**config.mk**
```make
export PLATFORM = sky130hd
export DESIGN_NAME = nx_indirect_access_seq
export DESIGN_NICKNAME = d
export VERILOG_FILES = /design/src/rtl/nx_indirect_access_seq.sv
export SDC_FILE = /design/constraint.sdc
export NUM_CORES = 1
export LEC_CHECK = 0
export CELL_PAD_IN_SITES_DETAIL_PLACEMENT = 1
export CELL_PAD_IN_SITES_GLOBAL_PLACEMENT = 1
export CORE_ASPECT_RATIO = 1.25
export CORE_MARGIN = 3
export CORE_UTILIZATION = 34
export CTS_CLUSTER_DIAMETER = 40
export DETAILED_ROUTE_END_ITERATION = 8
export PLACE_DENSITY_LB_ADDON = 0.1
export SLEW_MARGIN = 20
export SYNTH_ARGS = -nofsm -noshare
export SYNTH_HDL_FRONTEND = slang
export SYNTH_SLANG_ARGS = --single-unit
```
**constraint.sdc**
```tcl
create_clock -name _zzM132L132_bcMevClk0 -period 4.05 [get_ports _zzM132L132_bcMevClk0]
set_clock_uncertainty 0.2 [all_clocks]
set_input_delay 0.6075 -clock _zzM132L132_bcMevClk0 [delete_from_list [all_inputs] [get_ports _zzM132L132_bcMevClk0]]
set_output_delay 0.6075 -clock _zzM132L132_bcMevClk0 [all_outputs]
set_load 0.05 [all_outputs]
```
**src/rtl/nx_indirect_access_seq.sv**
```systemverilog
// Host-side sequencer for the indirect register access block: turns one read/write
// request into data/command register writes, polls status, and returns a response.
module nx_indirect_access_seq #(
  parameter logic [10:0] CMND_ADDRESS   = 11'h454,
  parameter logic [10:0] STAT_ADDRESS   = 11'h44C,
  parameter logic [10:0] DATA_ADDRESS   = 11'h458,
  parameter int          N_ENTRIES      = 32,
  parameter logic [3:0]  OP_READ        = 4'h0,
  parameter logic [3:0]  OP_WRITE       = 4'h1,
  parameter int          TIMEOUT_CYCLES = 255
) (
  input  logic        _zzM132L132_bcMevClk0,
  input  logic        rst_n,
  input  logic        req_valid,
  output logic        req_ready,
  input  logic        req_write,
  input  logic [4:0]  req_index,
  input  logic [31:0] req_wdata,
  output logic        rsp_valid,
  input  logic        rsp_ready,
  output logic [31:0] rsp_data,
  output logic [2:0]  rsp_stat,
  output logic        rsp_err,
  output logic        wr_stb,
  output logic [10:0] addr,
  output logic [31:0] wr_dat,
  output logic [3:0]  cmnd_op,
  output logic [4:0]  cmnd_addr,
  input  logic [2:0]  stat_code,
  input  logic [31:0] rd_dat,
  output logic        busy
);

  typedef enum logic [2:0] {
    S_IDLE,
    S_WDATA,
    S_CMND,
    S_SETTLE,
    S_POLL,
    S_RDATA,
    S_RESP
  } state_t;

  localparam logic [2:0]  ST_RDY     = 3'h0;
  localparam logic [2:0]  ST_BSY     = 3'h1;
  localparam logic [2:0]  ST_TIMEOUT = 3'h2;
  localparam logic [2:0]  ST_BADIDX  = 3'h4;
  localparam logic [7:0]  TMO_LIMIT  = 8'(TIMEOUT_CYCLES);
  localparam logic [31:0] N_ENT_U    = N_ENTRIES;

  // Poll counter stops at the timeout limit so it can never wrap back to zero.
  function automatic logic [7:0] sat_inc(input logic [7:0] c);
    return (c >= TMO_LIMIT) ? c : c + 8'd1;
  endfunction

  function automatic logic [31:0] cmnd_word(input logic [4:0] idx, input logic [3:0] op);
    return {11'd0, idx, 12'd0, op};
  endfunction

  state_t      r_state;
  state_t      w_next;
  logic        r_write;
  logic [4:0]  r_index;
  logic [31:0] r_wdata;
  logic [7:0]  r_cnt;
  logic [7:0]  w_cnt_nx;
  logic [7:0]  w_cnt_inc;

  logic        r_req_ready;
  logic        r_rsp_valid;
  logic [31:0] r_rsp_data;
  logic [2:0]  r_rsp_stat;
  logic        r_rsp_err;
  logic        r_wr_stb;
  logic [10:0] r_addr;
  logic [31:0] r_wr_dat;
  logic [3:0]  r_cmnd_op;
  logic [4:0]  r_cmnd_addr;
  logic        r_busy;

  logic [31:0] w_rsp_data_nx;
  logic [2:0]  w_rsp_stat_nx;
  logic [10:0] w_addr_nx;
  logic [31:0] w_wr_dat_nx;
  logic [3:0]  w_cmnd_op_nx;
  logic [4:0]  w_cmnd_addr_nx;

  logic        w_accept;
  logic        w_idx_bad;
  logic        w_cur_write;
  logic [4:0]  w_cur_index;
  logic [31:0] w_cur_wdata;
  logic [3:0]  w_cur_op;

  assign w_accept  = req_valid && r_req_ready;
  assign w_idx_bad = ({27'd0, req_index} >= N_ENT_U);
  assign w_cnt_inc = sat_inc(r_cnt);

  // Outputs are decoded from the next state, so the request fields are used
  // directly on the accept edge and the latched copies afterwards.
  assign w_cur_write = (r_state == S_IDLE) ? req_write : r_write;
  assign w_cur_index = (r_state == S_IDLE) ? req_index : r_index;
  assign w_cur_wdata = (r_state == S_IDLE) ? req_wdata : r_wdata;
  assign w_cur_op    = w_cur_write ? OP_WRITE : OP_READ;

  always_ff @(posedge _zzM132L132_bcMevClk0) begin
    if (w_accept) begin
      r_write <= req_write;
      r_index <= req_index;
      r_wdata <= req_wdata;
    end
  end

  always_ff @(posedge _zzM132L132_bcMevClk0 or negedge rst_n) begin
    if (!rst_n) r_state <= S_IDLE;
    else        r_state <= w_next;
  end

  always_comb begin
    w_next        = r_state;
    w_cnt_nx      = r_cnt;
    w_rsp_data_nx = r_rsp_data;
    w_rsp_stat_nx = r_rsp_stat;
    case (r_state)
      S_IDLE: begin
        if (w_accept) begin
          if (w_idx_bad) begin
            w_next        = S_RESP;
            w_rsp_stat_nx = ST_BADIDX;
            w_rsp_data_nx = 32'd0;
          end else begin
            w_next = req_write ? S_WDATA : S_CMND;
          end
        end
      end
      S_WDATA:  w_next = S_CMND;
      S_CMND:   w_next = S_SETTLE;
      S_SETTLE: begin
        w_cnt_nx = 8'd0;
        w_next   = S_POLL;
      end
      S_POLL: begin
        if (stat_code == ST_BSY) begin
          w_cnt_nx = w_cnt_inc;
          if (w_cnt_inc >= TMO_LIMIT) begin
            w_next        = S_RESP;
            w_rsp_stat_nx = ST_TIMEOUT;
            w_rsp_data_nx = 32'd0;
          end
        end else if (stat_code == ST_RDY) begin
          if (r_write) begin
            w_next        = S_RESP;
            w_rsp_stat_nx = ST_RDY;
            w_rsp_data_nx = 32'd0;
          end else begin
            w_next = S_RDATA;
          end
        end else begin
          w_next        = S_RESP;
          w_rsp_stat_nx = stat_code;
          w_rsp_data_nx = 32'd0;
        end
      end
      S_RDATA: begin
        w_next        = S_RESP;
        w_rsp_data_nx = rd_dat;
        w_rsp_stat_nx = ST_RDY;
      end
      S_RESP: begin
        if (rsp_ready) begin
          w_next        = S_IDLE;
          w_rsp_data_nx = 32'd0;
          w_rsp_stat_nx = ST_RDY;
        end
      end
      default: w_next = S_IDLE;
    endcase
  end

  // Register-bus drive for the state about to be entered.
  always_comb begin
    w_addr_nx      = STAT_ADDRESS;
    w_wr_dat_nx    = 32'd0;
    w_cmnd_op_nx   = 4'd0;
    w_cmnd_addr_nx = 5'd0;
    case (w_next)
      S_WDATA: begin
        w_addr_nx   = DATA_ADDRESS;
        w_wr_dat_nx = w_cur_wdata;
      end
      S_CMND: begin
        w_addr_nx      = CMND_ADDRESS;
        w_cmnd_op_nx   = w_cur_op;
        w_cmnd_addr_nx = w_cur_index;
        w_wr_dat_nx    = cmnd_word(w_cur_index, w_cur_op);
      end
      S_RDATA: w_addr_nx = DATA_ADDRESS;
      default: w_addr_nx = STAT_ADDRESS;
    endcase
  end

  always_ff @(posedge _zzM132L132_bcMevClk0 or negedge rst_n) begin
    if (!rst_n) begin
      r_req_ready <= 1'b1;
      r_rsp_valid <= 1'b0;
      r_rsp_data  <= 32'd0;
      r_rsp_stat  <= ST_RDY;
      r_rsp_err   <= 1'b0;
      r_wr_stb    <= 1'b0;
      r_addr      <= STAT_ADDRESS;
      r_wr_dat    <= 32'd0;
      r_cmnd_op   <= 4'd0;
      r_cmnd_addr <= 5'd0;
      r_busy      <= 1'b0;
      r_cnt       <= 8'd0;
    end else begin
      r_req_ready <= (w_next == S_IDLE);
      r_busy      <= (w_next != S_IDLE);
      r_rsp_valid <= (w_next == S_RESP);
      r_rsp_data  <= w_rsp_data_nx;
      r_rsp_stat  <= w_rsp_stat_nx;
      r_rsp_err   <= (w_rsp_stat_nx != ST_RDY);
      r_wr_stb    <= (w_next == S_WDATA) || (w_next == S_CMND);
      r_addr      <= w_addr_nx;
      r_wr_dat    <= w_wr_dat_nx;
      r_cmnd_op   <= w_cmnd_op_nx;
      r_cmnd_addr <= w_cmnd_addr_nx;
      r_cnt       <= w_cnt_nx;
    end
  end

  assign req_ready = r_req_ready;
  assign rsp_valid = r_rsp_valid;
  assign rsp_data  = r_rsp_data;
  assign rsp_stat  = r_rsp_stat;
  assign rsp_err   = r_rsp_err;
  assign wr_stb    = r_wr_stb;
  assign addr      = r_addr;
  assign wr_dat    = r_wr_dat;
  assign cmnd_op   = r_cmnd_op;
  assign cmnd_addr = r_cmnd_addr;
  assign busy      = r_busy;

endmodule

```
## Word level (Yosys, flattened, before mapping)

Cells that the tools add are included.

| word-level totals | value |
|---|---|
| memory bits (read-only) | 0 |
| bits in latches | 0 |
| flip-flop bits (word level) | 141 |
| output and inout bits | 92 |
| memories | 0 |
| logic and storage cells | 77 |
| input bits | 77 |
| RAM bits | 0 |

| operators by class | value |
|---|---|
| div/mod/pow operators | 0 |
| shift operators | 0 |
| bitwise operators | 0 |
| multiply operators | 0 |
| reductions and logical operators | 12 |
| $lt $le $gt $ge | 2 |
| multiplexer cells | 31 |
| equality and inequality tests | 15 |
| $add $sub $neg | 1 |

Operator list:

| cell | number |
|---|---|
| $mux 32 | 6 |
| $pmux 32 s3 | 1 |
| $pmux 32 s2 | 1 |
| $mux 3 | 10 |
| $pmux 3 s7 | 1 |
| $ge 8x8->1 const B | 2 |
| $mux 8 | 2 |
| $pmux 8 s2 | 1 |
| $eq 3x3->1 const B | 5 |
| $mux 5 | 2 |
| $pmux 5 s2 | 1 |
| $eq 3x1->1 const B | 3 |
| $eq 3x2->1 const B | 3 |
| $logic_not 3->1 | 3 |
| $pmux 3 s3 | 1 |
| $reduce_bool 3->1 | 3 |
| $add 8x1->8 const B | 1 |
| $mux 2 | 2 |
| $ne 2x2->1 const B | 2 |
| $ne 4x4->1 const B | 1 |
| $reduce_and 4->1 | 1 |
| $mux 1 | 3 |
| $ne 3x3->1 const B | 1 |
| $reduce_and 2->1 | 1 |
| 4 further kinds | 4 |

## Logic depth before layout (Yosys ltp)

Gate-level depths: netlist (run 1).

| logic depth | value |
|---|---|
| word-level depth | 9 |
| gate-level depth with buffers | 9 |
| mapped depth without buffers | 7 |

## Worst setup path before layout (run 1)

No wires, ideal clock.

| path | value |
|---|---|
| kind | reg2reg |
| start | register r_cnt[0] |
| end | register r_rsp_err, in the netlist rsp_err |
| slack | 1.600 ns |
| library setup time | 0.131 ns |
| arrival | 2.119 ns |
| data required time | 3.719 ns |
| cell stages (with the launch flop) | 9 |
| cell sequence | dfrtp_1 -> ha_1 -> buf_4 -> and4_4 -> a21oi_2 -> a2111oi_4 -> o2111a_2 -> o311ai_1 -> or3_1 |

| between the ends | value |
|---|---|
| word-level cells in the longest chain between the ends | 7 |
| elaborated cells between the ends (all ways) | 8 |
| classes of those cells | add/sub (1); order compare (2); mux (4); reduce/logical (1) |

Ends and longest elaborated chain:

| element | line | source |
|---|---|---|
| start: declaration | 65 | `logic [7:0] r_cnt;` |
| start signal: assignment | 228 | `r_cnt <= w_cnt_nx;` |
| $add 8x1->8 or $ge 8x8->1 (tied branches) | 53 | `return (c >= TMO_LIMIT) ? c : c + 8'd1;` |
| $mux 8 (*) | 53 |  |
| $ge 8x8->1 (*) | 145 | `if (w_cnt_inc >= TMO_LIMIT) begin` |
| $mux 3 (*) | 145 |  |
| $mux 3 (*) | 143 | `if (stat_code == ST_BSY) begin` |
| $pmux 3 s3 (*) | 124 | `case (r_state)` |
| named net w_rsp_stat_nx[2] | 82 | `logic [2:0] w_rsp_stat_nx;` |
| $reduce_bool 3->1 (*) | 222 | `r_rsp_err <= (w_rsp_stat_nx != ST_RDY);` |
| end signal: assignment | 222 |  |
| end: declaration | 73 | `logic r_rsp_err;` |

Mark *: on every way through the listed nets, which the timed path passes. The rest lies on a longest branch.
A chain may end at the register's enable or synchronous reset.

## Worst setup path after layout (run 1)

| path | value |
|---|---|
| start | register r_cnt[0] |
| end | register r_rsp_data[18], in the netlist rsp_data[18] |

| between the ends | value |
|---|---|
| word-level cells in the longest chain between the ends | 5 |
| elaborated cells between the ends (all ways) | 6 |
| classes of those cells | add/sub (1); order compare (2); eq/ne (1); mux (1); reduce/logical (1) |

Ends and longest elaborated chain:

| element | line | source |
|---|---|---|
| $add 8x1->8 or $ge 8x8->1 (tied branches) | 53 |  |
| $mux 8 (*) | 53 |  |
| $ge 8x8->1 (*) | 145 |  |
| $ne 3x3->1 (no line) (*) | n/a |  |
| $reduce_and 4->1 (no line) (*) | n/a |  |
| end signal: assignment | 220 | `r_rsp_data <= w_rsp_data_nx;` |
| end: declaration | 71 | `logic [31:0] r_rsp_data;` |

Every way passes the cells marked *; elsewhere a longest branch is shown, timed or not.

==> flow_summary.json, run 1 <==
{
  "status": "completed",
  "gp_congestion": 0.758,
  "ant_nets": 0,
  "clock_sinks": 98,
  "required_ns": 4.07,
  "synth_area_um2": 3980,
  "regArea_um2": 2490,
  "totalWireLength_mm": 11.4,
  "multi_input_area_um2": 1330,
  "numCtsBuffers": 9,
  "initial_core_util_pct": 35.4,
  "synthTopCellsByArea": "dfrtp_1 (56%), a22o_1 (7.0%), and2_1 (4.7%), edfxtp_1 (4.5%), nand2_1 (2.9%)",
  "startpoint_type": "register",
  "dr.first_iter.drc_count": 98,
  "dr.pass1.iters": 4,
  "ys.flop_type": "dfrtp_1",
  "fillerInstances": 1209,
  "gr-total-overflow": 0,
  "yosys_warnings": 0,
  "max-slew-margin-rel_pct": 37.2,
  "synth_top_area_cell": "dfrtp_1",
  "row_count": 43,
  "core_area_um2": 11200,
  "critical_path_class": "register to register",
  "dp_hpwl_mm": 8.06,
  "syn_area_per_cell_um2": 11.8,
  "tightestPinTransition_ns": 0.941,
  "powerDensity_nw_per_um2": 715,
  "fin_crit_ns": 2.88,
  "end_kind": "register",
  "h-tree-depth": 3,
  "maxCapViolCount": 0,
  "drive_above_1_share_pct": 7.17,
  "cts_setup_buffers": 0,
  "ys_seq_elements": 98,
  "worstPathArrival_ns": 2.91,
  "fin_nets": 561,
  "hold_violations": 0,
  "post_drt_wl_per_cell_um": 18.3,
  "r2r_end": "rsp_data[18]",
  "cts_resized": 0,
  "hp-class": "input port to asynchronous set/reset pin",
  "clock_tree.buffer_depth": 2,
  "io_pins": 169,
  "synth-edff-count": 6,
  "leakagePower_nw": 2.55,
  "cts_tree": "built",
  "hold_buffers": 0,
  "maxSlewViolCount": 0,
  "gr-usage-all-layers_pct": 17.9,
  "layout_common_cells": "clkdlybuf4s50_1 (156), dfrtp_1 (89), a22o_1 (32)",
  "report.power.total_mw": 4.23,
  "finalSetupTns_ns": 0,
  "synth_top_cell_area_share_pct": 56.0,
  "ys_seq_area_share_pct": 62.5,
  "antenna_found_initial": 0,
  "clock.fmax_mhz": 347,
  "syn_to_final_growth_pct": 48.7,
  "finalCritPeriodShare_pct": 71.2,
  "cp_max_fo": 32,
  "clk_transition_reported_paths_ns": 0.07,
  "synthDistinctLibCells": 54,
  "grt_pass1_wl_mm": 18.3,
  "clk_latency_ns": 0.34,
  "grt_max_degree": 72,
  "root_buffer": "clkbuf_16",
  "final_common_cell": "clkdlybuf4s50_1",
  "peakVddDrop_uv": 258,
  "vias": 3207,
  "r2r_start": "r_cnt[0]",
  "die_w_um": 103,
  "setup_viol": 0,
  "antenna_cells": 0,
  "io_buffers": 157,
  "die_area_um2": 13000,
  "drc": 0,
  "async_reset_ff_share_pct": 93.9,
  "reg2reg_depth": 8,
  "ff2ff_setup_slack_ns": 1.17,
  "synthCells": 337,
  "rsz0062_at_grt": "no",
  "viasPerCell": 5.15,
  "die_h_um": 127,
  "grt_pass1_vias": 3491
}
==> metal layers <==
metal	part of all wire, %	GRT usage (%)
met1	42	22.8
met2	48	28.1
met3	8.6	7.15
met4	1.5	5.41
met5	0	0
==> critical path, cell delays in order, from the launching register on <==
cell and delay (ns):
dfrtp_1 0.49, ha_1 0.38, and4_4 0.30, a21oi_2 0.10, a2111oi_4 0.37, o2111a_2 0.36, o21bai_2 0.09, buf_4 0.24
a22o_1 0.22
==> cell type report <==
type / count / area share, %
flip-flops and latches: 98 / 42.0
repair buffers: 160 / 26.9
multi-input cells: 210 / 22.5
clock buffers: 10 / 4.04
well taps: 135 / 2.86
clock inverters: 6 / 1.40
inverters: 4 / 0.254
==> cells by family after synthesis <==
family	synth area share (%)
and+or+nand+nor	13.7
DFF	62.5
AOI/OAI and AO/OA	18.0
other	0.189
xor gates and xnor gates	0.220
buffers and inverters	5.13
adders and majority gates	0.314
==> metrics by stage <==
stage | util, % | cells | hold slack, ns | area (um2) | setup slack [ns]
6_report | 52.6 | 623 | 0.186 | 5920 | 1.17
5_1_grt | 52.6 | 623 | 0.250 | 5920 | 0.999
4_1_cts | 52.6 | 623 | 0.242 | 5910 | 1.17
3_5_place_dp | 49.7 | 607 | 0.281 | 5590 | 0.974
3_3_place_gp | 49.7 | 607 | 0.281 | 5590 | 1.07
2_1_floorplan | - | 346 | 0.112 | 4010 | 1.60
==> sequential cells by signal, summed over array words and instances (netlist names), 3 cells and up <==
register,cells
rsp_data,32
cmnd_addr,5
addr,3
r_state,3
rsp_stat,3
r_index,5
r_cnt,8
wr_dat,32
==> power by group <==
group / internal [mW] / switching (mW) / leakage (nW)
clock network: 0.510 / 0.401 / 0.154
logic: 0.645 / 1.27 / 1.10
registers: 1.24 / 0.164 / 1.29
total: 2.39 / 1.84 / 2.55
==> worst max path at each step <==
stage                 startpoint            to  slack, ns  cells after the start
floorplan               r_cnt[0]       rsp_err       1.60                      8
global placement    stat_code[0]  rsp_data[31]       1.07                      6
detailed placement  stat_code[0]  rsp_data[26]       0.97                      6
CTS                     r_cnt[0]   rsp_data[9]       1.17                      8
global route            r_cnt[0]   rsp_data[9]        1.0                      8
finish                  r_cnt[0]  rsp_data[18]       1.17                      8
==> Yosys cell counts (all sizes together) (2+ instances only) <==
cell	n
a21oi	17
edfxtp	6
a32oi	6
or3b	3
o21ai	21
nor3	2
a22o	32
and2	30
clkbuf	12
nand2	31
o31ai	2
nor3b	3
nand3	5
a31oi	4
dfstp	3
inv	4
conb	2
nor2b	3
o22ai	2
or3	2
nand4	3
buf	22
dfrtp	89
nor2	11
(Power assumes the default switching activity.)
==> inputs of run 2 (changes only) <==
--- a/config.mk
+++ b/config.mk
@@ -9,7 +9,7 @@
 export CELL_PAD_IN_SITES_GLOBAL_PLACEMENT = 1
 export CORE_ASPECT_RATIO = 1.25
 export CORE_MARGIN = 3
-export CORE_UTILIZATION = 34
+export CORE_UTILIZATION = 32
 export CTS_CLUSTER_DIAMETER = 40
 export DETAILED_ROUTE_END_ITERATION = 8
 export PLACE_DENSITY_LB_ADDON = 0.1
==> constraint.sdc (replaced) <==
create_clock -name _zzM132L132_bcMevClk0 -period 2.8 [get_ports _zzM132L132_bcMevClk0]
set_clock_uncertainty 0.2 [all_clocks]
set_input_delay 0.42 -clock _zzM132L132_bcMevClk0 [delete_from_list [all_inputs] [get_ports _zzM132L132_bcMevClk0]]
set_output_delay 0.42 -clock _zzM132L132_bcMevClk0 [all_outputs]
set_load 0.05 [all_outputs]
==> flow_summary.json, run 2 (synthesized netlist as in run 1, its figures left out) <==
{
  "clock_sinks": 98,
  "required_ns": 2.83,
  "wl_met2_mm": 5.56,
  "wl_met1_mm": 4.77,
  "final_common_cell": "clkdlybuf4s50_1",
  "gp_congestion": 0.823,
  "die_h_um": 131,
  "worstPathArrival_ns": 2.57,
  "worstPathCellList": "ha_1 > and4_4 > a21oi_2 > a2111oi_4 > o2111a_2 > o21bai_2 > buf_12 > a22o_1",
  "rsz0062_at_grt": "no",
  "grt_pass1_vias": 3496,
  "initial_core_util_pct": 33.5,
  "syn_to_final_growth_pct": 51.0,
  "grt_max_degree": 47,
  "cp_max_fo": 27,
  "dr.pass1.iters": 4,
  "end_kind": "register",
  "die_area_um2": 13800,
  "finalCritPeriodShare_pct": 91.0,
  "fin_crit_ns": 2.55,
  "status": "completed",
  "h-tree-depth": 3,
  "clk_transition_reported_paths_ns": 0.07,
  "viasPerCell": 4.94,
  "cpLargestDelayFamily": "compound AO/OA/AOI/OAI gates",
  "hp-class": "register to register",
  "clock_tree.buffer_depth": 2,
  "io_pins": 169,
  "die_w_um": 106,
  "grt_pass1_wl_mm": 18.5,
  "cts_setup_buffers": 0,
  "io_buffers": 157,
  "gr-usage-all-layers_pct": 16.9,
  "startpoint_type": "register",
  "finalSetupTns_ns": 0,
  "wl_met3_mm": 1.01,
  "maxCapViolCount": 0,
  "critical_path_class": "register to register",
  "powerDensity_nw_per_um2": 1000,
  "dp_hpwl_mm": 8.50,
  "clock.fmax_mhz": 393,
  "post_drt_wl_per_cell_um": 17.5,
  "ant_nets": 0,
  "fin_nets": 572,
  "max-slew-margin-rel_pct": 58.2,
  "totalWireLength_mm": 11.6,
  "tightestPinTransition_ns": 0.628,
  "vias": 3254,
  "top_layer": "met4",
  "leakagePower_nw": 2.59,
  "crit_buf_inv": 1,
  "setup_viol": 0,
  "row_count": 44,
  "peakVddDrop_uv": 365,
  "cts_tree": "built",
  "drc": 0,
  "post-route-util_pct": 50.5,
  "antenna_found_initial": 0,
  "slowest_delay_ns": 0.43,
  "gr-total-overflow": 0,
  "drive_above_1_share_pct": 8.63,
  "layout_common_cells": "clkdlybuf4s50_1 (156), dfrtp_1 (89), a22o_1 (32)",
  "core_area_um2": 11900,
  "root_buffer": "clkbuf_16",
  "numCtsBuffers": 9,
  "clk_latency_ns": 0.34,
  "hold_violations": 0,
  "cp_slowest_cell": "dfrtp_1",
  "dr.first_iter.drc_count": 109,
  "antenna_cells": 0,
  "maxSlewViolCount": 0
}
==> run 2: changes by cell type in the layout (fill, tap and decap cells not counted) <==
cell           change
inv_4              +2
inv_6              -2
bufinv_16          -1
nor3_1             +1
dlygate4sd3_1      +1
buf_12             +2
clkinv_2           +1
nor3_2             -1
buf_4              +8
clkinv_8           -1
==> run 2: report_power, final <==
part / total (mW) / internal (mW) / switching (mW)
logic: 2.87 / 0.993 / 1.88
registers: 2.00 / 1.79 / 0.209
clock network: 1.16 / 0.628 / 0.535
==> run 2: final timing paths <==
check | cells past startpoint | to | from | slack [ns]
worst min register to register | 1 | rsp_data[3] | rsp_data[3] | 0.30
max in group asynchronous | 3 | addr[3] | rst_n | 1.29
worst max register to register | 8 | rsp_data[25] | r_cnt[1] | 0.25
worst max-delay path | 8 | rsp_data[25] | r_cnt[1] | 0.25
worst min-delay path | 1 | rsp_data[3] | rsp_data[3] | 0.30
min in group asynchronous | 2 | r_cnt[3] | rst_n | 0.44
==> run 2: metrics by stage <==
| stage | hold WS (ns) | instance area, um2 | worst slack, ns | power (mW) | cells |
|---|---|---|---|---|---|
| after floorplan | -0.0756 | 4010 | 0.350 | 3.84 | 346 |
| after global placement | 0.275 | 5720 | 0.123 | 4.88 | 643 |
| after detailed placement | 0.281 | 5720 | 0.0226 | 4.93 | 643 |
| after CTS | 0.303 | 6010 | 0.253 | 6.12 | 659 |
| after global routing | 0.317 | 6010 | 0.125 | 6.37 | 659 |
| final | 0.298 | 6010 | 0.253 | 6.03 | 659 |
==> run 2: layout make-up <==
type	count	area, um2
Tap cell	161	201
Inverter	4	15.0
Fill cell	1296	5880
Clock inverter	5	36.3
Sequential cell	98	2490
Clock buffer	10	239
Timing Repair Buffer	171	1700
Multi-Input combinational cell	210	1330
==> run 2: routing by layer <==
| layer | global-route usage (%) | up-vias |
|---|---|---|
| met5 | 0 | - |
| li1 | - | 1496 |
| met2 | 27.0 | 126 |
| met4 | 6.63 | 0 |
| met3 | 6.58 | 14 |
| met1 | 20.7 | 1618 |
==> run 2: repair_timing <==
action | in CTS | in global routing
hold buffers | 1 | 0
resized for setup | 0 | 0
endpoints found under the hold margin | 42 | 0
==> run 2: worst reg2reg max path, delay by kind of cell (launching register included) <==
kind	cells	cell delay (ns)
AO/OA/AOI/OAI	5	1.13
flip-flops	1	0.43
AND/OR/NAND/NOR	1	0.26
adder cells (fa/ha/maj)	1	0.20
buffers and inverters	1	0.20
==> inputs of run 3 (changes only) <==
==> constraint.sdc (replaced) <==
create_clock -name _zzM132L132_bcMevClk0 -period 2.55 [get_ports _zzM132L132_bcMevClk0]
set_clock_uncertainty 0.2 [all_clocks]
set_input_delay 0.3825 -clock _zzM132L132_bcMevClk0 [delete_from_list [all_inputs] [get_ports _zzM132L132_bcMevClk0]]
set_output_delay 0.3825 -clock _zzM132L132_bcMevClk0 [all_outputs]
set_load 0.05 [all_outputs]
==> flow_summary.json, run 3 (synthesized netlist as in run 1, its figures left out) <==
{
  "leakagePower_nw": 2.71,
  "drc": 0,
  "die_h_um": 131,
  "clock.fmax_mhz": 407,
  "antenna_found_initial": 0,
  "clock_sinks": 98,
  "dr.pass1.iters": 4,
  "grt_pass1_vias": 3569,
  "dpl_cell_area_um2": 5880,
  "io_buffers": 157,
  "finalCritPeriodShare_pct": 96.3,
  "powerDensity_nw_per_um2": 1090,
  "rsz0062_at_grt": "yes",
  "top_usage_layer": "met2",
  "cp_max_fo": 16,
  "final_cells": 680,
  "gr-usage-all-layers_pct": 17.1,
  "die_area_um2": 13800,
  "antenna_cells": 0,
  "vias": 3288,
  "final_common_cell": "clkdlybuf4s50_1",
  "tightestPinTransition_ns": 0.653,
  "status": "completed",
  "drive_above_1_share_pct": 12.7,
  "report.power.total_mw": 6.79,
  "layout_common_cells": "clkdlybuf4s50_1 (156), dfrtp_1 (89), a22o_1 (32)",
  "hold_violations": 0,
  "totalWireLength_mm": 11.8,
  "io_pins": 169,
  "grt_max_degree": 55,
  "hp-class": "input port to asynchronous set/reset pin",
  "reg2reg_depth": 8,
  "startpoint_type": "register",
  "post_drt_wl_per_cell_um": 17.4,
  "critical_path_class": "register to register",
  "core_area_um2": 11900,
  "dp.cells": 663,
  "place_ws_ns": -0.0764,
  "fin_ws_ns": 0.0953,
  "peakVddDrop_uv": 484,
  "r2r_start": "r_cnt[1]",
  "whs_ns": 0.208,
  "maxSlewViolCount": 0,
  "setup_viol": 0,
  "grt_use_met2_pct": 29.2,
  "finalSetupTns_ns": 0,
  "clock_tree.buffer_depth": 2,
  "use_met3_pct": 6.83,
  "maxCapViolCount": 0,
  "required_ns": 2.58,
  "ant_nets": 0,
  "dp_hpwl_mm": 8.77,
  "numCtsBuffers": 9,
  "root_buffer": "clkbuf_16",
  "gr-total-overflow": 0,
  "initial_core_util_pct": 33.5,
  "post-route-util_pct": 52.4,
  "worstPathArrival_ns": 2.48,
  "cts_tree": "built",
  "die_w_um": 106,
  "cts_setup_buffers": 0,
  "fin_nets": 592,
  "h-tree-depth": 3,
  "fin_area_um2": 6230,
  "ff2ff_setup_slack_ns": 0.1,
  "r2r_end": "rsp_data[27]",
  "clk_latency_ns": 0.34,
  "row_count": 44,
  "max-slew-margin-rel_pct": 56.5,
  "gp_congestion": 0.798,
  "end_kind": "register",
  "syn_to_final_growth_pct": 56.6,
  "viasPerCell": 4.84,
  "fin_crit_ns": 2.45,
  "dr.first_iter.drc_count": 105,
  "met1_usage_pct": 20.3,
  "grt_pass1_wl_mm": 18.6,
  "clk_transition_reported_paths_ns": 0.07
}
==> run 3: changes by cell type in the layout (fill, tap and decap cells not counted), sizes merged <==
cell / change
buf: +20
clkbuf: +1
clkinv: +2
inv: -2
==> run 3: worst max-delay path by stage <==
stage               slack (ns)      endpoint         start  cells after the start
CTS                       0.01       rsp_err      r_cnt[0]                      7
global route            -0.007       addr[4]      r_cnt[1]                      8
floorplan                  0.1       rsp_err      r_cnt[0]                      8
global placement         -0.03    wr_dat[19]  stat_code[1]                      7
finish                     0.1  rsp_data[27]      r_cnt[1]                      8
detailed placement       -0.08    wr_dat[20]  stat_code[1]                      7
==> run 3: critical path, cell delays in order, from the launching register on <==
cell	delay [ns]
dfrtp_1	0.40
ha_4	0.19
and4_4	0.26
a21oi_2	0.08
a2111oi_4	0.34
o2111a_2	0.39
o21bai_4	0.13
buf_12	0.16
a22o_1	0.19
==> run 3: final cells by class <==
class / instances / area [um2]
Fill cell: 1278 / 5660
Sequential cell: 98 / 2490
Timing Repair Buffer: 191 / 1860
Multi-Input combinational cell: 210 / 1380
Clock buffer: 11 / 254
Tap cell: 161 / 201
Clock inverter: 5 / 35.0
Inverter: 4 / 15.0
==> run 3: repair_timing <==
item                                    4_1_cts  5_1_grt
resized for setup                             1        6
gates cloned                                  0        0
endpoints found under the setup margin        1       33
pin swaps                                     1        3
hold buffers                                  1        0
endpoints found under the hold margin        89        0
==> run 3: power by group <==
group / switching [mW] / leakage, nW / total [mW] / internal, mW
clock network: 0.593 / 0.141 / 1.32 / 0.724
registers: 0.234 / 1.29 / 2.20 / 1.97
logic: 2.09 / 1.27 / 3.28 / 1.18
total: 2.92 / 2.71 / 6.79 / 3.87
==> run 3: layer usage <==
metal	routed length (um)	up-vias	part of all wire, %
li1	-	1531	-
met1	4700	1633	40
met2	6000	113	51
met3	1010	11	8.5
met4	134	0	1.1
met5	0	-	0
